$ cat src/rtl/lcd1602_bus_ctrl.sv
// lcd1602_bus_ctrl: HD44780/LCD1602 bus master that turns single-cycle CPU-side
// write/read strobes into complete E-cycles on the LCD header.
// Optional build macro LCD_BUSY_POLL_EN: after every write, poll the busy flag
// (D7) with read E-cycles instead of waiting a fixed T_EXEC clocks.
//
// Request handshake: wr_stb/rd_stb are one-cycle requests that are taken only
// while busy is low (controller in IDLE). busy rises the cycle after a request
// is taken and falls the cycle the controller re-enters IDLE, so a new request
// may be presented in that same cycle. A strobe seen while busy, or a read
// strobe that coincides with a taken write, is dropped and flagged by a
// one-cycle ovr pulse on the following cycle.
module lcd1602_bus_ctrl #(
  parameter int T_AS   = 2,
  parameter int T_PW   = 8,
  parameter int T_H    = 2,
  parameter int T_EXEC = 2000
) (
  input  logic       in_clock,
  input  logic       rst,
  input  logic       wr_stb,
  input  logic       wr_rs,
  input  logic [7:0] wr_data,
  input  logic       rd_stb,
  input  logic       rd_rs,
  output logic [7:0] rd_data,
  output logic       rd_valid,
  output logic       busy,
  output logic       ovr,
  output logic       lcd_e,
  output logic       lcd_rw,
  output logic       lcd_rs,
  output logic [7:0] lcd_d_out,
  output logic       lcd_d_oe,
  input  logic [7:0] lcd_d_in
);

  typedef enum logic [2:0] {
    IDLE, SETUP, EHIGH, HOLD, POLL_SETUP, POLL_EHIGH, POLL_HOLD, WAIT
  } state_t;

  // Timers hold "cycles remaining minus one", so a phase ends when they read 0.
  localparam logic [7:0]  AS_LOAD   = 8'(T_AS - 1);
  localparam logic [7:0]  PW_LOAD   = 8'(T_PW - 1);
  localparam logic [7:0]  H_LOAD    = 8'(T_H - 1);
  localparam logic [15:0] EXEC_LOAD = 16'(T_EXEC - 1);

  state_t      state, next_state;
  logic [7:0]  phase_cnt, phase_val;
  logic [15:0] wait_cnt;
  logic        phase_load, wait_load;
  logic        accept_wr, accept_rd, rd_done, wr_done, rd_sample_en;
  logic        is_rd;
  logic [7:0]  rd_sample;
`ifdef LCD_BUSY_POLL_EN
  logic        poll_sample_en;
  logic        poll_d7;
`endif

  // State register.
  always_ff @(posedge in_clock or negedge rst) begin
    if (!rst) state <= IDLE;
    else      state <= next_state;
  end

  // Next-state decode plus timer-load and event strobes for the datapath.
  always_comb begin
    next_state   = state;
    phase_load   = 1'b0;
    phase_val    = '0;
    wait_load    = 1'b0;
    accept_wr    = 1'b0;
    accept_rd    = 1'b0;
    rd_done      = 1'b0;
    wr_done      = 1'b0;
    rd_sample_en = 1'b0;
`ifdef LCD_BUSY_POLL_EN
    poll_sample_en = 1'b0;
`endif
    case (state)
      IDLE: begin
        if (wr_stb) begin
          accept_wr  = 1'b1;
          next_state = SETUP;
          phase_load = 1'b1;
          phase_val  = AS_LOAD;
        end else if (rd_stb) begin
          accept_rd  = 1'b1;
          next_state = SETUP;
          phase_load = 1'b1;
          phase_val  = AS_LOAD;
        end
      end
      SETUP: if (phase_cnt == '0) begin
        next_state = EHIGH;
        phase_load = 1'b1;
        phase_val  = PW_LOAD;
      end
      EHIGH: if (phase_cnt == '0) begin
        rd_sample_en = is_rd;
        next_state   = HOLD;
        phase_load   = 1'b1;
        phase_val    = H_LOAD;
      end
      HOLD: if (phase_cnt == '0) begin
        if (is_rd) begin
          rd_done    = 1'b1;
          next_state = IDLE;
        end else begin
          wr_done = 1'b1;
`ifdef LCD_BUSY_POLL_EN
          next_state = POLL_SETUP;
          phase_load = 1'b1;
          phase_val  = AS_LOAD;
`else
          if (T_EXEC == 0) begin
            next_state = IDLE;
          end else begin
            next_state = WAIT;
            wait_load  = 1'b1;
          end
`endif
        end
      end
`ifdef LCD_BUSY_POLL_EN
      POLL_SETUP: if (phase_cnt == '0) begin
        next_state = POLL_EHIGH;
        phase_load = 1'b1;
        phase_val  = PW_LOAD;
      end
      POLL_EHIGH: if (phase_cnt == '0) begin
        poll_sample_en = 1'b1;
        next_state     = POLL_HOLD;
        phase_load     = 1'b1;
        phase_val      = H_LOAD;
      end
      POLL_HOLD: if (phase_cnt == '0) begin
        if (poll_d7) begin
          next_state = POLL_SETUP;
          phase_load = 1'b1;
          phase_val  = AS_LOAD;
        end else begin
          next_state = IDLE;
        end
      end
`endif
      WAIT: if (wait_cnt == '0) next_state = IDLE;
      default: next_state = IDLE;
    endcase
  end

  // Phase and post-write timers: load on entry, count down, stop at zero.
  always_ff @(posedge in_clock or negedge rst) begin
    if (!rst) begin
      phase_cnt <= '0;
      wait_cnt  <= '0;
    end else begin
      if (phase_load)          phase_cnt <= phase_val;
      else if (phase_cnt != 0) phase_cnt <= phase_cnt - 8'd1;
      if (wait_load)           wait_cnt  <= EXEC_LOAD;
      else if (wait_cnt != 0)  wait_cnt  <= wait_cnt - 16'd1;
    end
  end

  // Transaction type and LCD data samples taken on the last E-high cycle.
  always_ff @(posedge in_clock or negedge rst) begin
    if (!rst) begin
      is_rd     <= 1'b0;
      rd_sample <= '0;
`ifdef LCD_BUSY_POLL_EN
      poll_d7   <= 1'b0;
`endif
    end else begin
      if (accept_wr)    is_rd     <= 1'b0;
      if (accept_rd)    is_rd     <= 1'b1;
      if (rd_sample_en) rd_sample <= lcd_d_in;
`ifdef LCD_BUSY_POLL_EN
      if (poll_sample_en) poll_d7 <= lcd_d_in[7];
`endif
    end
  end

  // Registered LCD pins and CPU-side status; the bus is released when idle.
  always_ff @(posedge in_clock or negedge rst) begin
    if (!rst) begin
      lcd_e     <= 1'b0;
      lcd_rw    <= 1'b1;
      lcd_rs    <= 1'b0;
      lcd_d_out <= '0;
      lcd_d_oe  <= 1'b0;
      rd_data   <= '0;
      rd_valid  <= 1'b0;
      busy      <= 1'b0;
      ovr       <= 1'b0;
    end else begin
      lcd_e    <= (next_state == EHIGH) || (next_state == POLL_EHIGH);
      busy     <= (next_state != IDLE);
      rd_valid <= rd_done;
      ovr      <= ((state != IDLE) && (wr_stb || rd_stb)) ||
                  ((state == IDLE) && wr_stb && rd_stb);
      if (rd_done) rd_data <= rd_sample;
      if (accept_wr) begin
        lcd_rw    <= 1'b0;
        lcd_rs    <= wr_rs;
        lcd_d_out <= wr_data;
        lcd_d_oe  <= 1'b1;
      end else if (accept_rd) begin
        lcd_rw   <= 1'b1;
        lcd_rs   <= rd_rs;
        lcd_d_oe <= 1'b0;
      end else if (wr_done) begin
        lcd_rw   <= 1'b1;
        lcd_d_oe <= 1'b0;
`ifdef LCD_BUSY_POLL_EN
        lcd_rs   <= 1'b0;
`endif
      end
    end
  end

endmodule

$ cat config.mk
export PLATFORM = sky130hd
export DESIGN_NAME = lcd1602_bus_ctrl
export DESIGN_NICKNAME = d
export VERILOG_FILES = /design/src/rtl/lcd1602_bus_ctrl.sv
export SDC_FILE = /design/constraint.sdc
export NUM_CORES = 1
export LEC_CHECK = 0
export BUFFER_PORTS_ARGS = -buffer_cell sky130_fd_sc_hd__buf_2
export CORE_ASPECT_RATIO = 0.75
export CORE_MARGIN = 8
export CORE_UTILIZATION = 49
export CTS_CLUSTER_SIZE = 8
export DETAILED_ROUTE_END_ITERATION = 8
export PLACE_DENSITY = 0.81
export SLEW_MARGIN = 20
export SYNTH_ARGS = -nofsm -noshare
export SYNTH_HDL_FRONTEND = slang
export SYNTH_SLANG_ARGS = --single-unit
export TNS_END_PERCENT = 20
$ cat constraint.sdc
create_clock -name in_clock -period 3 [get_ports in_clock]
set_input_delay 0.3 -clock in_clock [delete_from_list [all_inputs] [get_ports in_clock]]
set_output_delay 0.3 -clock in_clock [all_outputs]
set_load 0.01 [all_outputs]
==> impl_metrics.toml, run 1 <==
[yosys]
muxShareOfSynthArea_pct = 10.8
synth_simple_gate_area_share_pct = 22.2
synth_top_family_by_area = "simple AND/OR/NAND/NOR gates"
ys_ff_latch = 59
synth_edf_count = 0
syn_area_um2 = 2790
synthCells = 257
synth_top_flop_cell = "dfrtp_1"
yosys.area.top_type_share_pct = 52.1
synth_area_leaders = "dfrtp_1, mux2_2, a21oi_1"
async_flop_share_pct = 100
synth_xor_area_share_pct = 1.57
ys_types = 45
yosys_warnings = 0
avgSynthCellArea_um2 = 10.8
synthAdderAreaFrac_pct = 1.71
yosys.area.top_type = "dfrtp_1"
yosysMostFrequentCell = "dfrtp_1"
synthTopCellsByCount = "dfrtp_1, mux2_2, nor2_1"
ys_seq_area_share_pct = 53.0
synth_compound_area_share_pct = 8.58
synth_nets = 282

[grt]
overflow = 0
antenna_found_initial = 0
grt_pass1_wl_um = 10300
gr-usage-all-layers_pct = 15.7
grt_pass1_vias = 2162
grt_max_degree = 40

[power]
total_power_w = 0.00165
power_frac_comb_pct = 2.2
p_int_w = 0.00129
clkPwrFrac_pct = 48.9
switching_power_w = 0.000358
vdd_drop_max_mv = 0.434
seqPwrFrac_pct = 48.8
p_leak_nw = 1.57
p_per_area_nw_per_um2 = 497
p_sw_share_pct = 21.7

[floorplan]
placementRows = 23
coreArea_um2 = 5410
die-area_um2 = 8380
start_util_pct = 51.5
die_w_um = 103
die_h_um = 81.3
io_pins = 45

[clocking]
clk_latency_ns = 0.34
clock_sinks = 59
cts_inserted_buffers = 9
cts_setup_buffers = 0
ctsHoldBuffers = 0
cts-resized-gates = 0
htree_levels = 3
cts_max_path_buffers = 2
cts_tree = "built"
clkTransAtPathRegs_ns = 0.07
clockRootBuffer = "clkbuf_8"

[critical_path]
path_cells = "inv_1 -> ha_1 -> or4b_1 -> nor2_2 -> nand3_1 -> mux2_2"
r2r_start = "phase_cnt[0]"
rrSetupSlack_ns = 0.70
cp-end-kind = "flop"
required_ns = 3.23
arrival_ns = 2.53
cp_slowest_cell = "or4b_1"
max_stage_delay_ns = 0.51
critPathKind = "reg -> reg"
reg2regPathDepth = 6
critPathLaunchType = "flop"
worstReg2RegEnd = "rd_sample[3]"
cp_top_family = "simple AND/OR/NAND/NOR gates"
crit_fanout = 8
cp.buffers_inverters = 1

[finish]
antenna-diode-count = 0
final_cell_area_um2 = 3310
final_nets = 331
utilization_pct = 61.2
syn_to_final_growth_pct = 18.9
stdcell_count = 386
drive_above_1_share_pct = 32.2

[placement]
dp_hpwl_um = 4170
io_buffers = 44
dp.cells = 370
place_area_um2 = 3090
gp_congestion = 0.840

[run_status]
status = "completed"

[timing]
relSlewSlack_pct = 42.9
drv_slew = 0
rsz0062_at_grt = "no"
tightest_slew_ns = 0.857
max_freq_mhz = 434
hold_viol_final = 0
fin_crit_sh_pct = 76.8
fin_crit_ns = 2.30
setup_viol = 0
skew_ns = 0.0112
fin_setup_tns_ns = 0

[route]
drt-total-wl_um = 5950
drt-vias-per-instance = 5.59
firstDrtPassIters = 4
wire_per_inst_um = 15.4
drtIter0Drc = 97
ant_nets = 0
vias = 2157
drc = 0

[hold_path]
hp-class = "in -> async"

[flow_run]
max-cap-violations = 0
registers in the layout (all words and copies together), names as in the netlist:
register   flops
busy           1
is_rd          1
lcd_d_oe       1
lcd_d_out      8
lcd_e          1
lcd_rs         1
lcd_rw         1
ovr            1
phase_cnt      8
rd_data        8
rd_sample      8
rd_valid       1
state          3
wait_cnt      16
worst reg2reg max path: cells and delay by family (launching register included):
kind	cells	cell delay (ns)
DFF	1	0.39
muxes	1	0.40
and+or+nand+nor	3	1.05
buffers and inverters	1	0.13
adders and majority gates	1	0.22
kinds of logic (layout without fill, tap and decap cells):
group	Yosys count	after routing
AND/OR/NAND/NOR	106	106
adder cells (fa/ha/maj)	4	4
flip-flops	59	59
XOR/XNOR	5	5
AO/OA/AOI/OAI	40	40
multiplexers	27	27
buffers and inverters	16	70
layer usage:
metal	part of all wire [%]	track usage, %	wire length, um	up-vias
li1	-	-	-	1051
met1	47	19.8	2800	1041
met2	45	23.6	2670	56
met3	7.0	7.94	417	9
met4	1.1	3.88	64	0
met5	0	0	0	-
layout make-up:
cell class	instances	area (um2)
Multi-Input combinational cell	182	1250
Clock inverter	7	98.8
Timing Repair Buffer	47	243
Sequential cell	59	1480
Clock buffer	9	124
Fill cell	467	2100
Inverter	7	26.3
Tap cell	75	93.8
worst max-delay path by stage:
stage,start,to,slack [ns],depth (start not counted)
after floorplan,wait_cnt[0],wait_cnt[14],0.78,7
after global placement,phase_cnt[0],rd_sample[1],0.79,6
after detailed placement,phase_cnt[0],rd_sample[3],0.71,6
after CTS,phase_cnt[0],rd_sample[3],0.69,6
after global routing,wait_cnt[0],wait_cnt[9],0.54,6
final,phase_cnt[0],rd_sample[3],0.70,6
cells in the final DEF (no fill, tap or decap), types with 7 or more instances in the layout:
cell and count:
nor3_1 8, clkbuf_8 9, nand2_1 15, buf_2 44
dfrtp_1 58, or4_1 7, nor2_1 16, o21ai_0 12
mux2_2 24, a21oi_1 14, or3_1 8, inv_1 7
nand3_1 10, nor4_1 7
metrics by stage:
step,hold WS [ns],setup WS [ns]
global route,0.141,0.545
CTS,0.0933,0.691
detailed placement,0.456,0.711
floorplan,0.00441,0.782
global placement,0.451,0.788
finish,0.0749,0.697
power groups by stage:
stage	registers (W)	clock network (W)	logic (W)
final	0.000804	0.000806	0.0000368
after global routing	0.000805	0.000864	0.0000425
after CTS	0.000804	0.000827	0.0000385
after detailed placement	0.000820	0	0.0000382
after global placement	0.000819	0	0.0000368
after floorplan	0.000819	0	0.00000552
Power figures use the tool's default switching activity.
==> run 2: changes to the inputs <==
==> constraint.sdc (replaced) <==
create_clock -name in_clock -period 2.2 [get_ports in_clock]
set_input_delay 0.22 -clock in_clock [delete_from_list [all_inputs] [get_ports in_clock]]
set_output_delay 0.22 -clock in_clock [all_outputs]
set_load 0.01 [all_outputs]
==> run 2 against run 1 <==
  * Utilization increased by 1.9 points
  * Global-route usage increased by 0.72 points
  * Sequential share of layout area decreased by 1.4 points
  * Sequential cell count unchanged
  * Worst hold slack improved by 0.026 ns
  * Cell area increased by 3.2%
  * Critical path depth decreased by 2
  * Power increased by 29%
  * Worst setup slack got worse by 0.64 ns
  * Largest cell class unchanged
  * Highest routed layer unchanged
==> impl_metrics.toml, run 2 (synthesis gave the netlist of run 1 again) <==
[run_status]
status = "completed"

[power]
p_per_area_nw_per_um2 = 622
switching_power_w = 0.000483
p_int_w = 0.00164
vdd_drop_max_mv = 0.496
power_frac_comb_pct = 2.6
clkPwrFrac_pct = 45.8
total_power_w = 0.00213
seqPwrFrac_pct = 51.6
p_sw_share_pct = 22.7
p_leak_nw = 1.63

[critical_path]
cp-end-kind = "flop"
reg2regPathDepth = 4
required_ns = 2.48
rrSetupSlack_ns = 0.06
r2r_start = "wait_cnt[8]"
critPathLaunchType = "flop"
arrival_ns = 2.42
worstReg2RegEnd = "wait_cnt[11]"
critPathKind = "reg -> reg"
crit_fanout = 6
crit_start = "wait_cnt[8]"

[clocking]
clock_sinks = 59
cts_max_path_buffers = 2
clk_latency_ns = 0.34
cts_setup_buffers = 0
cts_tree = "built"
clkTransAtPathRegs_ns = 0.07
cts_inserted_buffers = 9
clockRootBuffer = "clkbuf_8"
htree_levels = 3

[finish]
antenna-diode-count = 0
syn_to_final_growth_pct = 22.6
utilization_pct = 63.2
final_common_cell = "dfrtp_1"
final_cell_area_um2 = 3420
drive_above_1_share_pct = 35.0
layout_common_cells = "dfrtp_1, buf_2, mux2_2"
final_nets = 343
largest_reg_flops = 16
regMostFlops = "wait_cnt"

[timing]
fin_crit_sh_pct = 97.2
skew_ns = 0.00886
drv_slew = 0
setup_viol = 0
whs_ns = 0.101
rsz0062_at_grt = "yes"
fin_crit_ns = 2.14
fin_setup_tns_ns = 0
tightest_slew_ns = 0.613
hold_viol_final = 0
max_freq_mhz = 467
relSlewSlack_pct = 59.1

[grt]
grt_pass1_wl_um = 10800
antenna_found_initial = 0
overflow = 0
grt_max_degree = 35
gr-usage-all-layers_pct = 16.4
grt_pass1_vias = 2251

[route]
drt-vias-per-instance = 5.56
firstDrtPassIters = 4
drc = 0
wire_per_inst_um = 15.9
drtIter0Drc = 102
drt-total-wl_um = 6330
vias = 2214
ant_nets = 0

[placement]
gp_congestion = 0.881
io_buffers = 44
place_area_um2 = 3190
dp_hpwl_um = 4450

[hold_path]
worstHoldEndpoint = "lcd_rs"
hp-class = "in -> reg"
worstHoldPathCells = 3
hp-start = "wr_rs"

[flow_run]
max-cap-violations = 0

[floorplan]
placementRows = 23
die_w_um = 103
io_pins = 45
start_util_pct = 51.5
coreArea_um2 = 5410
die-area_um2 = 8380
die_h_um = 81.3
run 2: metal layers:
metal	GRT usage, %	routed length [um]
met5	0	0
met4	5.18	72
met3	7.09	415
met2	24.7	2940
met1	20.9	2910
run 2: what timing repair did:
action,in CTS,in global routing
gates resized for setup,0,6
hold buffers,1,0
endpoints found under the setup margin,0,18
hold endpoints to repair,24,0
run 2: final cells by class:
class                      count  area [um2]
clock buffer                  10         128
multi-input combinational    182        1280
inverter                       7        26.3
clock inverter                 6        65.1
tap                           75        93.8
sequential                    59        1480
fill                         439        1990
timing repair buffer          59         348
run 2: worst max-delay path by stage:
stage	end	slack [ns]	cells past startpoint
after detailed placement	wait_cnt[14]	0.06	6
after CTS	wait_cnt[1]	0.04	6
after floorplan	rd_sample[0]	0.02	6
after global placement	wait_cnt[14]	0.11	6
final	wait_cnt[11]	0.06	4
after global routing	wait_cnt[14]	-0.03	4
run 2: power by group through the flow:
| stage | sequential, W | combinational [W] | clock [W] |
|---|---|---|---|
| 2_1_floorplan | 0.00112 | 0.00000753 | 0 |
| 3_3_place_gp | 0.00112 | 0.0000536 | 0 |
| 3_5_place_dp | 0.00112 | 0.0000559 | 0 |
| 4_1_cts | 0.00110 | 0.0000577 | 0.000994 |
| 5_1_grt | 0.00110 | 0.0000628 | 0.00104 |
| 6_report | 0.00110 | 0.0000551 | 0.000974 |
run 2: worst max-delay path: stages (launching register included):
cell	delay (ns)
dfrtp_1	0.42
or4_4	0.59
or4_1	0.53
or4_1	0.47
nand2_1	0.08
run 2: through the flow:
step | setup slack (ns) | cells
6_report | 0.0608 | 398
2_1_floorplan | 0.0212 | 257
5_1_grt | -0.0252 | 398
3_3_place_gp | 0.108 | 381
3_5_place_dp | 0.0604 | 381
4_1_cts | 0.0399 | 398
